$ cat config.mk
export PLATFORM = sky130hd
export DESIGN_NAME = alu_exec_stage
export DESIGN_NICKNAME = d
export VERILOG_FILES = /design/src/rtl/alu_exec_stage.sv
export SDC_FILE = /design/constraint.sdc
export NUM_CORES = 1
export LEC_CHECK = 0
export ABC_AREA = 0
export CAP_MARGIN = 15
export CORE_MARGIN = 2
export CORE_UTILIZATION = 56
export CTS_CLUSTER_SIZE = 12
export DETAILED_ROUTE_END_ITERATION = 12
export PLACE_DENSITY_LB_ADDON = 0.2
export SYNTH_ARGS = -nofsm -noshare
export SYNTH_HDL_FRONTEND = slang
export SYNTH_HIERARCHICAL = 1
export SYNTH_SLANG_ARGS = --single-unit
export TNS_END_PERCENT = 5
$ cat constraint.sdc
create_clock -name clk -period 13.4 [get_ports clk]
set_input_delay 2.68 -clock clk [delete_from_list [all_inputs] [get_ports clk]]
set_output_delay 2.68 -clock clk [all_outputs]
set_load 0.005 [all_outputs]
$ cat src/rtl/alu_exec_stage.sv
// Execute stage: handshake in, ALU settle window, writeback, response out.
// Includes the 32-bit ripple ALU used by the stage.
module thirty_two_bit_alu (
  output logic        zero,
  output logic [31:0] sum,
  input  logic [31:0] a,
  input  logic [31:0] b,
  input  logic [2:0]  op
);

  logic [31:0] bb;
  logic [31:0] add;
  logic [32:0] c;

  // ripple adder; op[2] negates b for subtract/compare
  always_comb begin
    bb   = op[2] ? ~b : b;
    c    = '0;
    c[0] = op[2];
    add  = '0;
    for (int i = 0; i < 32; i++) begin
      add[i]   = a[i] ^ bb[i] ^ c[i];
      c[i+1]   = (a[i] & bb[i]) | (c[i] & (a[i] ^ bb[i]));
    end
  end

  // result select by opcode
  always_comb begin
    sum = '0;
    unique case (op)
      3'b000: sum = a & b;
      3'b001: sum = a | b;
      3'b010,
      3'b100,
      3'b110: sum = add;
      3'b111: sum = {31'b0, add[31]};
      default: sum = '0;
    endcase
  end

  assign zero = ~|sum;

endmodule

module alu_exec_stage #(
  parameter int EXEC_CYCLES = 4,
  parameter int REG_ADDR_W  = 3
) (
  input  logic                  clk,
  input  logic                  reset_n,
  input  logic                  in_valid,
  output logic                  in_ready,
  input  logic [2:0]            in_op,
  input  logic [REG_ADDR_W-1:0] in_rs,
  input  logic [REG_ADDR_W-1:0] in_rt,
  input  logic [REG_ADDR_W-1:0] in_rd,
  input  logic                  ld_en,
  input  logic [REG_ADDR_W-1:0] ld_addr,
  input  logic [31:0]           ld_data,
  output logic                  out_valid,
  input  logic                  out_ready,
  output logic [31:0]           out_result,
  output logic                  out_zero,
  output logic                  out_taken,
  output logic                  out_illegal,
  output logic [REG_ADDR_W-1:0] out_rd,
  input  logic [REG_ADDR_W-1:0] dbg_addr,
  output logic [31:0]           dbg_data
);

  localparam int DEPTH = 1 << REG_ADDR_W;
  localparam logic [3:0] CNT_INIT = 4'(EXEC_CYCLES - 1);

  typedef enum logic [1:0] {IDLE, EXEC, RESP} state_t;

  state_t                state;
  logic [3:0]            cnt;
  logic [2:0]            lat_op;
  logic [REG_ADDR_W-1:0] lat_rd;
  logic [31:0]           lat_a;
  logic [31:0]           lat_b;
  logic [31:0]           rf [DEPTH];

  logic [31:0] alu_sum;
  logic        alu_zero;
  logic        lat_ill;
  logic        lat_wr;
  logic        done;
  logic        wb;

  thirty_two_bit_alu u_alu (
    .zero (alu_zero),
    .sum  (alu_sum),
    .a    (lat_a),
    .b    (lat_b),
    .op   (lat_op)
  );

  assign lat_ill  = (lat_op == 3'b011) || (lat_op == 3'b101);
  assign lat_wr   = !lat_ill && (lat_op != 3'b100);
  assign done     = (state == EXEC) && (cnt == 4'd0);
  assign wb       = done && lat_wr && (lat_rd != '0);
  assign in_ready = (state == IDLE);
  assign dbg_data = rf[dbg_addr];

  // register file: external load, then writeback overrides on collision
  always_ff @(posedge clk or negedge reset_n) begin
    if (!reset_n) begin
      for (int i = 0; i < DEPTH; i++)
        rf[i] <= '0;
    end else begin
      if (ld_en && (ld_addr != '0))
        rf[ld_addr] <= ld_data;
      if (wb)
        rf[lat_rd] <= alu_sum;
    end
  end

  // control FSM with registered response outputs
  always_ff @(posedge clk or negedge reset_n) begin
    if (!reset_n) begin
      state       <= IDLE;
      cnt         <= '0;
      lat_op      <= '0;
      lat_rd      <= '0;
      lat_a       <= '0;
      lat_b       <= '0;
      out_valid   <= 1'b0;
      out_result  <= '0;
      out_zero    <= 1'b0;
      out_taken   <= 1'b0;
      out_illegal <= 1'b0;
      out_rd      <= '0;
    end else begin
      unique case (state)
        IDLE: begin
          if (in_valid) begin
            lat_op <= in_op;
            lat_rd <= in_rd;
            lat_a  <= rf[in_rs];
            lat_b  <= rf[in_rt];
            cnt    <= CNT_INIT;
            state  <= EXEC;
          end
        end
        EXEC: begin
          if (cnt == 4'd0) begin
            out_result  <= lat_ill ? '0 : alu_sum;
            out_zero    <= lat_ill ? 1'b0 : alu_zero;
            out_taken   <= (lat_op == 3'b100) && alu_zero;
            out_illegal <= lat_ill;
            out_rd      <= lat_rd;
            out_valid   <= 1'b1;
            state       <= RESP;
          end else begin
            cnt <= cnt - 4'd1;
          end
        end
        RESP: begin
          if (out_ready) begin
            out_valid <= 1'b0;
            state     <= IDLE;
          end
        end
        default: state <= IDLE;
      endcase
    end
  end

endmodule

# After elaboration in Yosys (flattened, before gate mapping)
# Cells that the tools add are included.
[op_classes] addsub=1 magnitude_cmp=7 n_eq_ne=14 n_mux=31 bitwise=165 reduce_logical=25
[ops] cell="$bwmux W256" count=2
[ops] cell="$mux W256" count=2
[ops] cell="$mux W32" count=10
[ops] cell="$bmux W32 S3" count=3
[ops] cell="$demux W32 S3" count=2
[ops] cell="$pmux W32 S4" count=1
[ops] cell="$xor A1 B1 Y1" count=64
[ops] cell="$and A1 B1 Y1" count=62
[ops] cell="$and A32 B32 Y32" count=1
[ops] cell="$not A32 Y32" count=1
[ops] cell="$or A32 B32 Y32" count=1
[ops] cell="$reduce_or A32 Y1" count=1
[ops] cell="$or A1 B1 Y1" count=31
[ops] cell="$ge A4 B4 Y1 const B" count=5
[ops] cell="$not A3 Y4" count=5
[ops] cell="$eq A3 B3 Y1 const B" count=4
[ops] cell="$reduce_and A3 Y1" count=3
[ops] cell="$logic_and A1 B1 Y1" count=8
[ops] cell="$lt A4 B1 Y1 const B" count=2
[ops] cell="$mux W4" count=2
[ops] cell="$pmux W4 S2" count=1
[ops] cell="$eq A3 B2 Y1 const B" count=2
[ops] cell="$mux W2" count=3
[ops] cell="$ne A2 B2 Y1 const B" count=3
[ops] cell="18 further kinds" count=24
[word_totals] regBits=371 in_bits=55 out_inout_bits=72 wordCells=263

# Logic depth before layout (Yosys ltp)
# Gate-level depths: netlist of the first run.
[logic_depth] ltp_word=70 mapped_depth=45 ltp_nobuf=43

# Hierarchy
# Netlist of the first run, hierarchy kept.
[modules_own_cells] module="alu_exec_stage" n_inst=1 cells_each=1799 area_each_um2=22237.6 seq_area_each_um2=9283.9
[modules_own_cells] module="thirty_two_bit_alu" n_inst=1 cells_each=205 area_each_um2=1888.1 seq_area_each_um2=0.0

# Worst setup path after synthesis of the first run
# No wires, ideal clock.
[synth_path] kind="register to register" startpoint="register lat_op[2]" endpoint="register out_taken" setup_time_ps=110 t_arrival_ps=14430 required_time_ps=13290 slack_ps=-1140 path_stages_with_launch=46 path_buffers=2 synth_period_minus_slack_ps=14540 path_cell_list="dfrtp_1 clkbuf_1 clkbuf_1 xor2_1 fa_1 fa_1 fa_1 fa_1 fa_1 inv_1 fa_1 inv_1 fa_1 fa_1 fa_1 fa_1 fa_1 fa_1 [10 not listed] fa_1 fa_1 inv_1 fa_1 fa_1 fa_1 fa_1 fa_1 fa_1 inv_1 fa_1 xor2_1 xnor2_1 o21ai_0 nor4_1 and4_1 inv_1 o41ai_1"
[synth_via] elab_chain_cells=69 elab_cells_between_ends=169 cone_classes="eq/ne (5); mux (2); bitwise (157); reduce/logical (5)"
[synth_lines] item="start: declaration" line_no="78" text="logic [2:0] lat_op;"
[synth_lines] item="start signal: assignment" line_no="138" text="lat_op <= in_op;"
[synth_lines] item="$mux W32" line_no="17" text="bb = op[2] ? ~b : b;"
[synth_lines] item="$xor A1 B1 Y1" line_no="22, 23"
[synth_lines] item="$and A1 B1 Y1" line_no="23" text="c[i+1] = (a[i] & bb[i]) | (c[i] & (a[i] ^ bb[i]));"
[synth_lines] item="$or A1 B1 Y1" line_no="23"
[synth_lines] item="$and A1 B1 Y1" line_no="23"
[synth_lines] item="$or A1 B1 Y1" line_no="23"
[synth_lines] item="$and A1 B1 Y1" line_no="23"
[synth_lines] item="$or A1 B1 Y1" line_no="23"
[synth_lines] item="[55 not listed]"
[synth_lines] item="$or A1 B1 Y1" line_no="23"
[synth_lines] item="$xor A1 B1 Y1" line_no="22" text="add[i] = a[i] ^ bb[i] ^ c[i];"
[synth_lines] item="$pmux W32 S4 *" line_no="30" text="unique case (op)"
[synth_lines] item="named net alu_sum[0]" line_no="84" text="logic [31:0] alu_sum;"
[synth_lines] item="$reduce_or A32 Y1 *" line_no="41" text="assign zero = ~|sum;"
[synth_lines] item="$logic_not A1 Y1 *" line_no="41"
[synth_lines] item="named net alu_zero" line_no="85" text="logic alu_zero;"
[synth_lines] item="$logic_and A1 B1 Y1 *" line_no="150" text="out_taken <= (lat_op == 3'b100) && alu_zero;"
[synth_lines] item="end signal: assignment" line_no="150"
[synth_lines] item="end: declaration" line_no="64" text="output logic out_taken,"
# The timed path passes the listed nets; every way through them passes the cells marked *.
# A chain may end at the register's enable or synchronous reset.

# Worst setup path in the final report of the first run
[layout_path] startpoint="register lat_b[0]" endpoint="register out_taken"
[layout_via] elab_chain_cells=70 elab_cells_between_ends=104 cone_classes="mux (2); bitwise (99); reduce/logical (3)"
[layout_lines] item="start: declaration" line_no="81" text="logic [31:0] lat_b;"
[layout_lines] item="start signal: assignment" line_no="141" text="lat_b <= rf[in_rt];"
[layout_lines] item="$not A32 Y32" line_no="17"
[layout_lines] item="$mux W32" line_no="17"
[layout_lines] item="$xor A1 B1 Y1" line_no="22, 23"
[layout_lines] item="$and A1 B1 Y1" line_no="23"
[layout_lines] item="$or A1 B1 Y1" line_no="23"
[layout_lines] item="$and A1 B1 Y1" line_no="23"
[layout_lines] item="$or A1 B1 Y1" line_no="23"
[layout_lines] item="$and A1 B1 Y1" line_no="23"
[layout_lines] item="[56 not listed]"
[layout_lines] item="$or A1 B1 Y1" line_no="23"
[layout_lines] item="$xor A1 B1 Y1" line_no="22"
[layout_lines] item="$pmux W32 S4 *" line_no="30"
[layout_lines] item="named net alu_sum[0]" line_no="84"
[layout_lines] item="$reduce_or A32 Y1 *" line_no="41"
[layout_lines] item="$logic_not A1 Y1 *" line_no="41"
[layout_lines] item="named net alu_zero" line_no="85"
[layout_lines] item="$logic_and A1 B1 Y1 *" line_no="150"
# Marked as above.

==> run_results.csv, run 1 <==
group,metric,value,unit
run_status,outcome,"complete, no violations",
flow_run,drv_cap,0,
detailed_routing,viasPerCell,6.72,
sta,post-route-min-period,13.12,ns
grt,grt.overflow.total,0,
floorplan,coreArea,0.0428,mm2
final_layout,drive_gt1_frac,0.348,
clock_network,cts.clk_slew.worst_paths,0.06,ns
sta,finalCritPeriodShare,0.979,
clock_network,root_buffer,"clkbuf_16",
detailed_routing,drt_iter0_markers,1615,
synth,async_flop_share,1.00,
clock_network,cts.htree.levels,2,
setup_path,cp_common_cell,"fa_2",
grt,antenna_found_initial,0,
setup_path,max_stage_delay,0.43,ns
synth,netlist.area_leader.share,0.385,
placed_design,hpwl,42.2,mm
worst_hold_path,holdPathStages,0,
grt,grt_pass1_vias,18400,
synth,synthCells,2004,
clock_network,cts_sinks,371,
clock_network,cts_tree,"built",
power,peakVddDrop,0.126,mV
setup_path,r2r_slack,0.28,ns
sta,fmax,76.2,MHz
power,power.leakage,12.0,nW
grt,track_usage,0.333,
setup_path,start_kind,"flip-flop",
synth,syn-cell-area,0.0241,mm2
floorplan,die_area,0.0448,mm2
detailed_routing,routedWlPerCell,28.1,um
detailed_routing,drc,0,
synth,ys_warn_count,6,
placed_design,numPortBuffers,126,
synth,syn-num-nets,2091,
worst_hold_path,worstHoldStart,"rf[237]$_DFF_PN0_",
final_layout,area_growth,12.5,%
grt,grt_pass1_wl,112,mm
setup_path,rr_startpoint,"lat_b[0]$_DFFE_PN0P_",
floorplan,pin_count,127,
final_layout,layout.nets,2119,
synth,ys_seq_area_frac,0.385,
synth,synth_edf_count,0,
detailed_routing,vias,17500,
setup_path,reg2reg_depth,43,
sta,grt_setup_unrepaired,"true",
floorplan,initial_core_util,0.564,
clock_network,clkLatencyLatePin,0.58,ns
synth,ys.flop_type,"dfrtp_1",
worst_hold_path,min_path_type,"flip-flop to flip-flop",
synth,synth-seq-cells,371,
final_layout,fillCellCount,3337,
clock_network,ctsLongestPathBuffers,3,
setup_path,setup.worst_path.class,"flip-flop to flip-flop",
synth,yosys.area.top_type,"dfrtp_1",
synth,synth_common_cells,"mux2_2, dfrtp_1, mux2i_1",
sta,worstMarginPinSlew,1.23,ns
clock_network,hold_buffers,0,
placed_design,gp_congestion,0.843,
synth,netlist_top_cells_area,"dfrtp_1, mux2_2, mux2i_1, mux4_2, a22oi_1",
sta,finalSetupViolCount,0,
setup_path,arrival,13.61,ns
detailed_routing,finalWirelength,73.2,mm
sta,maxSlewHeadroom,0.181,
sta,fin_skew,0.0133,ns
setup_path,critical_path.endpoint_type,"flip-flop",
worst_hold_path,holdPathEnd,"rf[237]$_DFF_PN0_",
sta,final.setup.tns,0,ns
grt,grt_start_max_net_pins,113,
synth,avgSynthCellArea,12.0,um2
sta,hold_viol,0,
detailed_routing,ant_nets,0,
sta,drv_slew,0,
clock_network,numCtsBuffers,42,
floorplan,rows,76,
setup_path,crit_required,13.88,ns
setup_path,crit_fanout,2,
setup_path,cp_slowest_cell,"fa_2",
floorplan,dieHeight,212,um
synth,synth.most_common_cell,"mux2_2",
detailed_routing,first_pass_iters,5,
setup_path,r2r-end,"out_taken$_DFFE_PN0P_",
final_layout,fin_area,0.0271,mm2
placed_design,postPlaceCellArea,0.0257,mm2
synth,yosysUniqueCellTypes,58,
final_layout,antenna_cells,0,
floorplan,die_x,212,um
power,powerDensity,232,mW/mm2
final cells by class:
cell class / instances / area, um2 / area share
inverter: 24 / 90.1 / 0.00332
timing repair buffer: 181 / 1660 / 0.0613
multi-input combinational: 1412 / 14000 / 0.517
clock buffer: 63 / 1280 / 0.0473
tap: 546 / 683 / 0.0252
clock inverter: 12 / 110 / 0.00406
sequential: 371 / 9290 / 0.342
power breakdown:
group / switching (W) / total [W] / internal (W)
Combinational: 0.00154 / 0.00305 / 0.00152
Clock: 0.000478 / 0.00118 / 0.000698
Sequential: 0.000489 / 0.00207 / 0.00158
critical path: cells and delay by family, from the launching register on:
| family | cells | cell delay [ns] |
|---|---|---|
| multiplexers | 1 | 0.31 |
| flip-flops | 1 | 0.39 |
| adder cells (fa/ha/maj) | 30 | 10.84 |
| XOR/XNOR | 2 | 0.34 |
| buffers and inverters | 6 | 0.39 |
| AND/OR/NAND/NOR | 2 | 0.50 |
| AO/OA/AOI/OAI | 2 | 0.26 |
kinds of logic after synthesis:
group,after synthesis,synth area share
multiplexers,807,0.398
flip-flops,371,0.385
AND/OR/NAND/NOR,297,0.0587
buffers and inverters,221,0.0415
AO/OA/AOI/OAI,211,0.0660
adder cells (fa/ha/maj),60,0.0378
XOR/XNOR,37,0.0134
how the worst max path moves through the flow:
| stage | from | endpoint | slack, ns | depth (start not counted) |
|---|---|---|---|---|
| global placement | lat_b[0]$_DFFE_PN0P_ | out_taken$_DFFE_PN0P_ | -0.18 | 43 |
| floorplan | lat_op[2]$_DFFE_PN0P_ | out_taken$_DFFE_PN0P_ | 0.04 | 45 |
| detailed placement | lat_b[0]$_DFFE_PN0P_ | out_taken$_DFFE_PN0P_ | -0.27 | 42 |
| finish | lat_b[0]$_DFFE_PN0P_ | out_taken$_DFFE_PN0P_ | 0.28 | 43 |
| global route | lat_b[0]$_DFFE_PN0P_ | out_taken$_DFFE_PN0P_ | -0.19 | 43 |
| CTS | lat_b[0]$_DFFE_PN0P_ | out_taken$_DFFE_PN0P_ | 0.02 | 43 |
per-layer routing:
| layer | vias to the layer above | track usage | routed length [um] |
|---|---|---|---|
| met5 | - | 0 | 0 |
| li1 | 7469 | - | - |
| met4 | 0 | 0.153 | 3280 |
| met1 | 9016 | 0.451 | 30600 |
| met2 | 822 | 0.528 | 33800 |
| met3 | 220 | 0.0556 | 5640 |
stage by stage:
step | instances | hold slack (ns) | total power (W) | util | worst slack [ns]
CTS | 2606 | 0.423 | 0.00624 | 0.633 | 0.0175
global route | 2609 | 0.433 | 0.00669 | 0.634 | -0.193
global placement | 2530 | 0.404 | 0.00489 | 0.600 | -0.179
detailed placement | 2531 | 0.410 | 0.00503 | 0.600 | -0.271
finish | 2609 | 0.425 | 0.00629 | 0.634 | 0.277
floorplan | 2004 | 0.466 | 0.00397 | - | 0.0397
state kept, by name, indices dropped and copies added, names as in the netlist:
signal	count
out_result	32
out_rd	3
lat_op	3
out_illegal	1
cnt	4
state	2
lat_a	32
out_taken	1
out_zero	1
out_valid	1
lat_b	32
lat_rd	3
rf	256
what timing repair did:
action / in CTS / in global routing
endpoints found under the setup margin: 2 / 18
setup buffers: 0 / 1
pin swaps: 1 / 28
hold endpoints to repair: 0 / 0
resized for setup: 7 / 15
placed cells by master (no fill, tap or decap), types with 10 or more instances in the layout:
cell and instances:
inv_1 20, buf_4 54, xor2_1 31, mux4_2 64, mux2_1 25, nand3_1 68, mux2i_1 259, nand2_1 162
maj3_1 24, mux2_2 428, clkinv_2 10, a22oi_1 132, dfrtp_1 369, clkbuf_16 45, a22o_1 44, o21ai_0 16
fa_2 29, mux2_4 31, clkdlybuf4s50_1 120
Note: power is estimated with default switching activity, not from simulation.
==> run 2: changes to the inputs <==
--- a/config.mk
+++ b/config.mk
@@ -7,7 +7,6 @@
 export LEC_CHECK = 0
 export ABC_AREA = 0
 export CAP_MARGIN = 15
-export CORE_MARGIN = 2
 export CORE_UTILIZATION = 56
 export CTS_CLUSTER_SIZE = 12
 export DETAILED_ROUTE_END_ITERATION = 12
==> run_results.csv, run 2 (same netlist as run 1, synthesis figures left out) <==
group,metric,value,unit
floorplan,die_x,210,um
clock_network,cts.htree.levels,2,
detailed_routing,routedWlPerCell,28.1,um
final_layout,mostFrequentLayoutCells,"mux2_2, dfrtp_1, mux2i_1",
detailed_routing,drc,0,
floorplan,dieHeight,210,um
grt,grt_pass1_vias,18100,
power,swShare,0.399,
power,p_int,0.00379,W
sta,grt_setup_unrepaired,"true",
sta,worstMarginPinSlew,1.11,ns
clock_network,hold_buffers,0,
sta,maxSlewHeadroom,0.251,
worst_hold_path,holdPathStages,0,
power,peakVddDrop,0.232,mV
final_layout,drive_gt1_frac,0.343,
placed_design,hpwl,42.1,mm
detailed_routing,first_pass_iters,6,
detailed_routing,viasPerCell,6.79,
grt,antenna_found_initial,0,
sta,finalSetupViolCount,0,
detailed_routing,vias,17700,
final_layout,largest_reg_flops,256,
floorplan,initial_core_util,0.571,
worst_hold_path,worstHoldStart,"rf[247]$_DFF_PN0_",
clock_network,ctsLongestPathBuffers,3,
setup_path,path_delay_family,"adder cells",
power,power.share.clock,0.188,
floorplan,die_area,0.0439,mm2
power,power.leakage,12.0,nW
grt,grt_use_met1,0.457,
worst_hold_path,holdPathEnd,"rf[247]$_DFF_PN0_",
placed_design,numPortBuffers,126,
power,seq_power_share,0.328,
grt,grt.met2_usage,0.544,
placed_design,gp_congestion,0.844,
detailed_routing,ant_nets,0,
detailed_routing,drt_iter0_markers,1654,
run_status,outcome,"complete, no violations",
setup_path,cp_common_cell,"fa_2",
setup_path,setup.worst_path.class,"flip-flop to flip-flop",
setup_path,start_kind,"flip-flop",
setup_path,max_stage_delay,0.41,ns
worst_hold_path,min_path_type,"flip-flop to flip-flop",
setup_path,cp_slowest_cell,"fa_1",
floorplan,rows,75,
grt,grt_pass1_wl,112,mm
final_layout,fin_area,0.0271,mm2
grt,grt_start_max_net_pins,163,
grt,grt.overflow.total,0,
sta,post-route-min-period,13.21,ns
clock_network,clkLatencyLatePin,0.58,ns
final_layout,layout.nets,2119,
power,p_comb_frac,0.485,
setup_path,cp-startpoint,"lat_b[0]$_DFFE_PN0P_",
sta,fin_skew,0.0189,ns
grt,use_met3,0.0560,
clock_network,cts.clk_slew.worst_paths,0.06,ns
final_layout,regMostFlops,"rf",
sta,fmax,75.7,MHz
flow_run,drv_cap,0,
sta,hold_viol,0,
setup_path,r2r-end,"out_taken$_DFFE_PN0P_",
setup_path,crit_required,13.89,ns
sta,drv_slew,0,
final_layout,final_util,0.643,
sta,finalCritPeriodShare,0.986,
setup_path,crit_fanout,2,
setup_path,critical_path.endpoint_type,"flip-flop",
setup_path,rr_startpoint,"lat_b[0]$_DFFE_PN0P_",
grt,busiest_layer,"met2",
grt,track_usage,0.337,
clock_network,root_buffer,"clkbuf_16",
clock_network,cts_tree,"built",
final_layout,antenna_cells,0,
setup_path,path_buf_inv,7,
clock_network,numCtsBuffers,44,
placed_design,postPlaceCellArea,0.0257,mm2
floorplan,coreArea,0.0422,mm2
floorplan,pin_count,127,
setup_path,arrival,13.70,ns
final_layout,layout_commonest_cell,"mux2_2",
power,powerDensity,233,mW/mm2
detailed_routing,finalWirelength,73.1,mm
setup_path,r2r_slack,0.19,ns
setup_path,reg2reg_depth,44,
power,power.switching,0.00252,W
clock_network,cts_sinks,371,
final_layout,area_growth,12.5,%
## run 2: cell types whose count changed in the layout (fill, tap and decap cells not counted), sizes merged
cell / delta
inv: +2
clkinv: -3
buf: -2
clkbuf: +5
## run 2: layout make-up
| class | instances | area, um2 |
|---|---|---|
| clock buffers | 68 | 1280 |
| clock inverters | 11 | 113 |
| fillers | 3256 | 15100 |
| inverters | 24 | 90.1 |
| multi-input cells | 1412 | 14000 |
| flip-flops and latches | 371 | 9290 |
| well taps | 539 | 674 |
| repair buffers | 179 | 1660 |
## run 2: power groups by stage
stage / Clock (W) / Sequential, W / Combinational, W
global route: 0.00124 / 0.00212 / 0.00332
finish: 0.00119 / 0.00207 / 0.00306
CTS: 0.00120 / 0.00205 / 0.00301
global placement: 0 / 0.00202 / 0.00287
floorplan: 0 / 0.00192 / 0.00205
detailed placement: 0 / 0.00206 / 0.00297
## run 2: worst max-delay path by stage
stage | to | slack (ns) | cells past startpoint
2_1_floorplan | out_taken$_DFFE_PN0P_ | 0.04 | 45
3_3_place_gp | out_taken$_DFFE_PN0P_ | -0.20 | 43
3_5_place_dp | out_taken$_DFFE_PN0P_ | -0.44 | 43
4_1_cts | out_taken$_DFFE_PN0P_ | 0.008 | 43
5_1_grt | out_taken$_DFFE_PN0P_ | -0.25 | 44
6_report | out_taken$_DFFE_PN0P_ | 0.19 | 44
## run 2: repair_timing
action	CTS	global route
resized for setup	8	9
endpoints found under the setup margin	8	9
buffers inserted	2	1
pin swaps	3	4
## run 2: layer usage
layer,wire (um),part of all wire,vias to the layer above
met4,2580,0.035,0
met1,30300,0.41,9126
met2,34600,0.47,857
li1,-,-,7494
met5,0,0,-
met3,5620,0.077,193
## run 2: worst register-to-register path, delay by kind of cell (launching register included)
kind            cells  cell delay [ns]
fa+ha+maj          30            10.56
buf+inv             7             0.58
simple gates        2             0.55
xor+xnor            2             0.39
flops               1             0.36
mux                 1             0.36
compound gates      2             0.35
## run 2: through the flow
step	setup TNS, ns	cells	setup slack [ns]	power (W)	hold WS (ns)
after floorplan	0	2004	0.0397	0.00397	0.466
after global placement	-0.214	2521	-0.200	0.00488	0.402
after detailed placement	-0.705	2521	-0.442	0.00503	0.410
after CTS	0	2602	0.00792	0.00625	0.424
after global routing	-0.411	2604	-0.245	0.00669	0.437
final	0	2604	0.189	0.00631	0.427
==> run 3: changes to the inputs <==
--- a/config.mk
+++ b/config.mk
@@ -8,7 +8,7 @@
 export ABC_AREA = 0
 export CAP_MARGIN = 15
 export CORE_UTILIZATION = 56
-export CTS_CLUSTER_SIZE = 12
+export CTS_CLUSTER_SIZE = 30
 export DETAILED_ROUTE_END_ITERATION = 12
 export PLACE_DENSITY_LB_ADDON = 0.2
 export SYNTH_ARGS = -nofsm -noshare
==> results of run 3 <==
The final DEF is identical to that of run 2; final timing and power are the same.
